`src/rtl/idu_is_biq_ctrl_if.sv`:
```
// rtl/idu_is_biq_ctrl_if.sv - BIQ controller bus: dispatch, entry, RF-stage and flush/stall signals
interface idu_is_biq_ctrl_if #(
    parameter int DEPTH = 4,
    parameter int IDX_W = 2
);
    logic             rtu_global_flush;
    logic             dis_biq_vld;
    logic             biq_dis_full;
    logic [DEPTH-1:0] entry_vld;
    logic [DEPTH-1:0] entry_ready;
    logic [DEPTH-1:0] entry_create_vld;
    logic [DEPTH-1:0] entry_issue_vld;
    logic             exu_biq_stall;
    logic             biq_rf_vld;
    logic [IDX_W-1:0] biq_rf_idx;
    logic [IDX_W:0]   biq_cnt;

    modport master (
        input  rtu_global_flush, dis_biq_vld, entry_vld, entry_ready, exu_biq_stall,
        output biq_dis_full, entry_create_vld, entry_issue_vld, biq_rf_vld, biq_rf_idx, biq_cnt
    );

    modport slave (
        output rtu_global_flush, dis_biq_vld, entry_vld, entry_ready, exu_biq_stall,
        input  biq_dis_full, entry_create_vld, entry_issue_vld, biq_rf_vld, biq_rf_idx, biq_cnt
    );
endinterface

```
`src/rtl/idu_is_biq_ctrl.sv`:
```
// rtl/idu_is_biq_ctrl.sv - branch issue queue controller: free-slot create, age-matrix oldest-ready issue
module idu_is_biq_ctrl #(
    parameter int DEPTH = 4,
    parameter int IDX_W = 2
) (
    input  logic                clk,
    input  logic                rst_clk,
    idu_is_biq_ctrl_if.master   bus
);
    localparam int CNT_W = IDX_W + 1;

    // age[i][j] set means entry j is older than entry i
    logic [DEPTH-1:0] age     [DEPTH];
    logic [DEPTH-1:0] age_nxt [DEPTH];

    logic             full;
    logic             create_ok;
    logic             issue_ok;
    logic             found;
    logic [DEPTH-1:0] free_oh;
    logic [DEPTH-1:0] cand;
    logic [DEPTH-1:0] win_oh;
    logic [IDX_W-1:0] win_idx;
    logic [DEPTH-1:0] create_vld;
    logic [DEPTH-1:0] issue_vld;

    logic             rf_vld_q;
    logic [IDX_W-1:0] rf_idx_q;
    logic [CNT_W-1:0] cnt_q;

    always_comb begin
        full      = &bus.entry_vld;
        create_ok = bus.dis_biq_vld & ~full & ~bus.rtu_global_flush;

        free_oh = '0;
        found   = 1'b0;
        for (int i = 0; i < DEPTH; i++) begin
            if (!bus.entry_vld[i] && !found) begin
                free_oh[i] = 1'b1;
                found      = 1'b1;
            end
        end

        cand    = bus.entry_vld & bus.entry_ready;
        win_oh  = '0;
        win_idx = '0;
        for (int i = 0; i < DEPTH; i++) begin
            if (cand[i] && ((cand & age[i]) == '0)) begin
                win_oh[i] = 1'b1;
                win_idx   = IDX_W'(i);
            end
        end
        issue_ok = (|cand) & ~bus.exu_biq_stall & ~bus.rtu_global_flush;

        create_vld = create_ok ? free_oh : '0;
        issue_vld  = issue_ok  ? win_oh  : '0;
    end

    // Row updates first, then clear the columns of every created or issued slot
    always_comb begin
        for (int i = 0; i < DEPTH; i++) begin
            age_nxt[i] = age[i];
            if (create_vld[i]) age_nxt[i] = bus.entry_vld & ~issue_vld;
            if (issue_vld[i])  age_nxt[i] = '0;
            age_nxt[i] = age_nxt[i] & ~(create_vld | issue_vld);
        end
    end

    always_ff @(posedge clk or negedge rst_clk) begin
        if (!rst_clk) begin
            age      <= '{default: '0};
            rf_vld_q <= 1'b0;
            rf_idx_q <= '0;
            cnt_q    <= '0;
        end else if (bus.rtu_global_flush) begin
            age      <= '{default: '0};
            rf_vld_q <= 1'b0;
            cnt_q    <= '0;
        end else begin
            age      <= age_nxt;
            rf_vld_q <= issue_ok;
            if (issue_ok) rf_idx_q <= win_idx;
            cnt_q    <= cnt_q + CNT_W'(create_ok) - CNT_W'(issue_ok);
        end
    end

    assign bus.biq_dis_full     = full;
    assign bus.entry_create_vld = create_vld;
    assign bus.entry_issue_vld  = issue_vld;
    assign bus.biq_rf_vld       = rf_vld_q;
    assign bus.biq_rf_idx       = rf_idx_q;
    assign bus.biq_cnt          = cnt_q;
endmodule

```
`src/flat_wrapper.sv`:
```
// flat-port wrapper written by rule: the top's interface ports become plain ports
module idu_is_biq_ctrl_flat 
#(
    parameter int DEPTH = 4,
    parameter int IDX_W = 2
)
  (clk, rst_clk, bus_rtu_global_flush, bus_dis_biq_vld, bus_entry_vld, bus_entry_ready, bus_exu_biq_stall, bus_biq_dis_full, bus_entry_create_vld, bus_entry_issue_vld, bus_biq_rf_vld, bus_biq_rf_idx, bus_biq_cnt);
  idu_is_biq_ctrl_if #(.DEPTH(DEPTH), .IDX_W(IDX_W)) bus_i ();
  input  logic clk;
  input  logic rst_clk;
  input wire logic [$bits(bus_i.rtu_global_flush)-1:0] bus_rtu_global_flush;
  input wire logic [$bits(bus_i.dis_biq_vld)-1:0] bus_dis_biq_vld;
  input wire logic [$bits(bus_i.entry_vld)-1:0] bus_entry_vld;
  input wire logic [$bits(bus_i.entry_ready)-1:0] bus_entry_ready;
  input wire logic [$bits(bus_i.exu_biq_stall)-1:0] bus_exu_biq_stall;
  output wire logic [$bits(bus_i.biq_dis_full)-1:0] bus_biq_dis_full;
  output wire logic [$bits(bus_i.entry_create_vld)-1:0] bus_entry_create_vld;
  output wire logic [$bits(bus_i.entry_issue_vld)-1:0] bus_entry_issue_vld;
  output wire logic [$bits(bus_i.biq_rf_vld)-1:0] bus_biq_rf_vld;
  output wire logic [$bits(bus_i.biq_rf_idx)-1:0] bus_biq_rf_idx;
  output wire logic [$bits(bus_i.biq_cnt)-1:0] bus_biq_cnt;
  assign bus_i.rtu_global_flush = bus_rtu_global_flush;
  assign bus_i.dis_biq_vld = bus_dis_biq_vld;
  assign bus_i.entry_vld = bus_entry_vld;
  assign bus_i.entry_ready = bus_entry_ready;
  assign bus_i.exu_biq_stall = bus_exu_biq_stall;
  assign bus_biq_dis_full = bus_i.biq_dis_full;
  assign bus_entry_create_vld = bus_i.entry_create_vld;
  assign bus_entry_issue_vld = bus_i.entry_issue_vld;
  assign bus_biq_rf_vld = bus_i.biq_rf_vld;
  assign bus_biq_rf_idx = bus_i.biq_rf_idx;
  assign bus_biq_cnt = bus_i.biq_cnt;
  idu_is_biq_ctrl #(.DEPTH(DEPTH), .IDX_W(IDX_W)) u_core (.clk(clk), .rst_clk(rst_clk), .bus(bus_i));
endmodule
```
`config.mk`:
```
export PLATFORM = sky130hd
export DESIGN_NAME = idu_is_biq_ctrl_flat
export DESIGN_NICKNAME = d
export VERILOG_FILES = /design/src/rtl/idu_is_biq_ctrl_if.sv /design/src/rtl/idu_is_biq_ctrl.sv /design/src/flat_wrapper.sv
export SDC_FILE = /design/constraint.sdc
export NUM_CORES = 1
export LEC_CHECK = 0
export ABC_AREA = 1
export BUFFER_PORTS_ARGS = -buffer_cell sky130_fd_sc_hd__buf_2
export CORE_MARGIN = 3
export CORE_UTILIZATION = 30
export DETAILED_ROUTE_END_ITERATION = 8
export PLACE_DENSITY = 0.47
export SLEW_MARGIN = 20
export SYNTH_ARGS = -nofsm -noshare
export SYNTH_HDL_FRONTEND = slang
export SYNTH_SLANG_ARGS = --single-unit
```
`constraint.sdc`:
```
create_clock -name clk -period 3 [get_ports clk]
set_input_delay 0.75 -clock clk [delete_from_list [all_inputs] [get_ports clk]]
set_output_delay 0.75 -clock clk [all_outputs]
set_load 0.05 [all_outputs]
```
==> run metrics <==
Net Sw Frac 35.6%; Clock Power Share 25.3%; post-route ant nets 0; final wirelength 3.45 mm; # setup viols final 0; initial antenna violation count 0; worst r2r dst u_core.bus.biq_cnt[2]$_DFF_PN0_; area leader, netlist dfrtp_1; CP top delay family buffers and inverters; cell count after synthesis 168; Cell Count, Final, Fillers Out 249; xor and xnor fraction of the mapped netlist area 1.33%; Synth area leaders dfrtp_1 42%, nand2_1 11%, nor2_1 8.0%; Max Clock Freq 361 MHz; Inst Count DP 246; final period utilization 92.3%; yosys warns 0; Inserted Clock Buffers 3; Hold Crit Class in -> async; status finished, final reports clean; via count 1176; Lkg Pwr 0.900 nW; RSZ-0062 raised after global routing false; top cell type's share of synthesized area 41.8%; vias in the first global route 1195; Seq/Total Area, Yosys 41.8%; Bufs and invs on worst path 4; Remaining DRCs 0; slowest stage cell, crit path buf_2; maxcap violations 0; n_diodes 0; Post-CTS Setup Inserts 0; GP Congestion 0.817; Max clock buf depth 2; Starting Density 32.0%; DR WL/cell 13.9 µm; Synth Area in Simple Gates 39.9%; Post-CTS Hold Fix Bufs 0; Setup CP Type in -> out; synthesized flop and latch total 22; clock sink total 22; Power, Total 0.719 mW; root buf cell clkbuf_8; DR pass1 iterations 4; Worst EP required 2.25 ns; fill count 432; IO buf count 27; total gr overflow 0; full die area 5220 µm²; synthesized-area fraction occupied by adder cells 3.42%; H-tree levels 1; final worst slack 0.231 ns; area grow syn2layout 19.1%; IO Pins 28; clk_lat worst skew 0.26 ns; Finished Core Util 38.1%; Period minus WS final 2.77 ns; area post-placement 1530 µm²; WP data arrival 2.02 ns; critical path's largest stage delay 0.26 ns; Avg Inst Size Synth 7.83 µm²; Post-Syn Area 1320 µm²; hold slack 0.455 ns; worst reg-to-reg setup slack 1.41 ns; Synth Area in Compound Gates 6.46%; final hold vios 0; startpoint types input pin; Crit. End Element output pin; CTS resizes 0; largest family of logic cells by synthesized area simple AND/OR/NAND/NOR gates; Die H 72.2 µm; Iter 0 DRT Violations 53; CP Cell Sequence buf_2, inv_1, nand2_2, nor2_2, nand2_4, inv_1, buf_2; Logic pwr share 29.1%; final instance area 1570 µm²; Synth cell types 26; Synth Net Count 184; reg2reg path depth 8; Reg clk slew, reported paths 0.08 ns; Seq pwr share 45.6%; Crit Path Max Fanout 11; post-DR vias/cell 4.72; reg-to-reg startpoint u_core.bus.biq_cnt[0]$_DFF_PN0_; first-pass GRT wire length 6.07 mm; CORE AREA 4120 µm²; CTS tree done; slew at the pin closest to its max-slew limit 0.525 ns; Worst slew margin 65.0%; multiplexer area fraction after synthesis 0%; die width 72.2 µm; Peak VDD IR 193 µV; Worst Clk Skew 0.00548 ns; Placement Setup Slack 0.247 ns; Internal 0.463 mW; Cell Rows 23; pins over their slew limit 0; GRT Overall Usage 15.0%; fraction of layout cells with a size suffix above 1 28.1%; largest net degree at the start of global routing 23; dpl hpwl 2.66 mm; Sw Pwr 0.256 mW; Pwr per Cell Area 459 nW/µm²; fin nets 217; Setup TNS 0 ns
layout by cell type, fill, tap and decap left out, types with 2 or more instances in the layout:
cell type,count
nand2_1,39
nor2_1,28
buf_2,27
dfrtp_1,22
inv_1,18
nand3_1,11
nand2_2,7
o211ai_1,5
inv_2,4
a21oi_1,4
nor3_4,3
nand2_4,3
nand4_1,3
nor3_1,3
clkbuf_8,3
buf_4,3
nor2_2,2
o21ai_0,2
o21ai_1,2
ha_1,2
area by class of cell:
cell class              instances  area (µm²)  area share, %
well taps                      50        62.6           3.99
repair buffers                 30         158           10.1
inverters                      22        82.6           5.27
multi-input cells             122         673           42.9
clock buffers                   3        41.3           2.63
flip-flops and latches         22         551           35.1
cell families (layout without fill, tap and decap cells):
family | Yosys count | in the layout
fa+ha+maj | 3 | 3
compound gates | 14 | 14
buf+inv | 24 | 55
flops | 22 | 22
xor+xnor | 2 | 2
simple gates | 103 | 103
flip-flops by register name, summed over array words and instances, names as in the netlist:
| name | flops |
|---|---|
| u_core.age | 16 |
| u_core.bus.biq_cnt | 3 |
| u_core.bus.biq_rf_idx | 2 |
| u_core.bus.biq_rf_vld | 1 |
cells in the mapped netlist (all sizes together):
master / count
ha: 2
nor2: 32
nor3: 6
a21boi: 1
buf: 2
a21oi: 4
dfrtp: 22
inv: 22
nand4: 3
nand2: 49
xnor2: 1
o211ai: 5
nand3: 11
o21ai: 4
or2: 2
xor2: 1
fa: 1
how the worst max path moves through the flow:
stage	from	endpoint	cells after the start
final	bus_rtu_global_flush	bus_entry_create_vld[0]	7
after global routing	bus_rtu_global_flush	bus_entry_create_vld[0]	7
after CTS	bus_rtu_global_flush	bus_entry_create_vld[0]	7
after detailed placement	bus_rtu_global_flush	bus_entry_create_vld[0]	7
after global placement	bus_entry_vld[2]	bus_entry_issue_vld[2]	8
after floorplan	bus_entry_vld[2]	bus_entry_create_vld[0]	6
power groups by stage:
stage	logic, mW	registers [mW]	clock network, mW
after global routing	0.233	0.330	0.206
after floorplan	0.0973	0.389	0
after detailed placement	0.212	0.334	0
after CTS	0.213	0.328	0.196
final	0.209	0.328	0.182
after global placement	0.214	0.333	0
per-layer routing:
| metal | track usage (%) | wire length, µm | vias up |
|---|---|---|---|
| met5 | 0 | 0 | - |
| met4 | 4.18 | 46 | 0 |
| met3 | 4.29 | 168 | 4 |
| met2 | 23.1 | 1590 | 28 |
| met1 | 20.6 | 1650 | 553 |
| li1 | - | - | 591 |
worst reg2reg max path, cell delays in order (launching register included):
cell and delay [ns]:
dfrtp_1 0.35, inv_1 0.04, ha_1 0.27, inv_1 0.06, ha_1 0.13, inv_1 0.05
fa_1 0.37, xor2_1 0.16, nor2_1 0.05
Note: power is estimated with default switching activity, not from simulation.
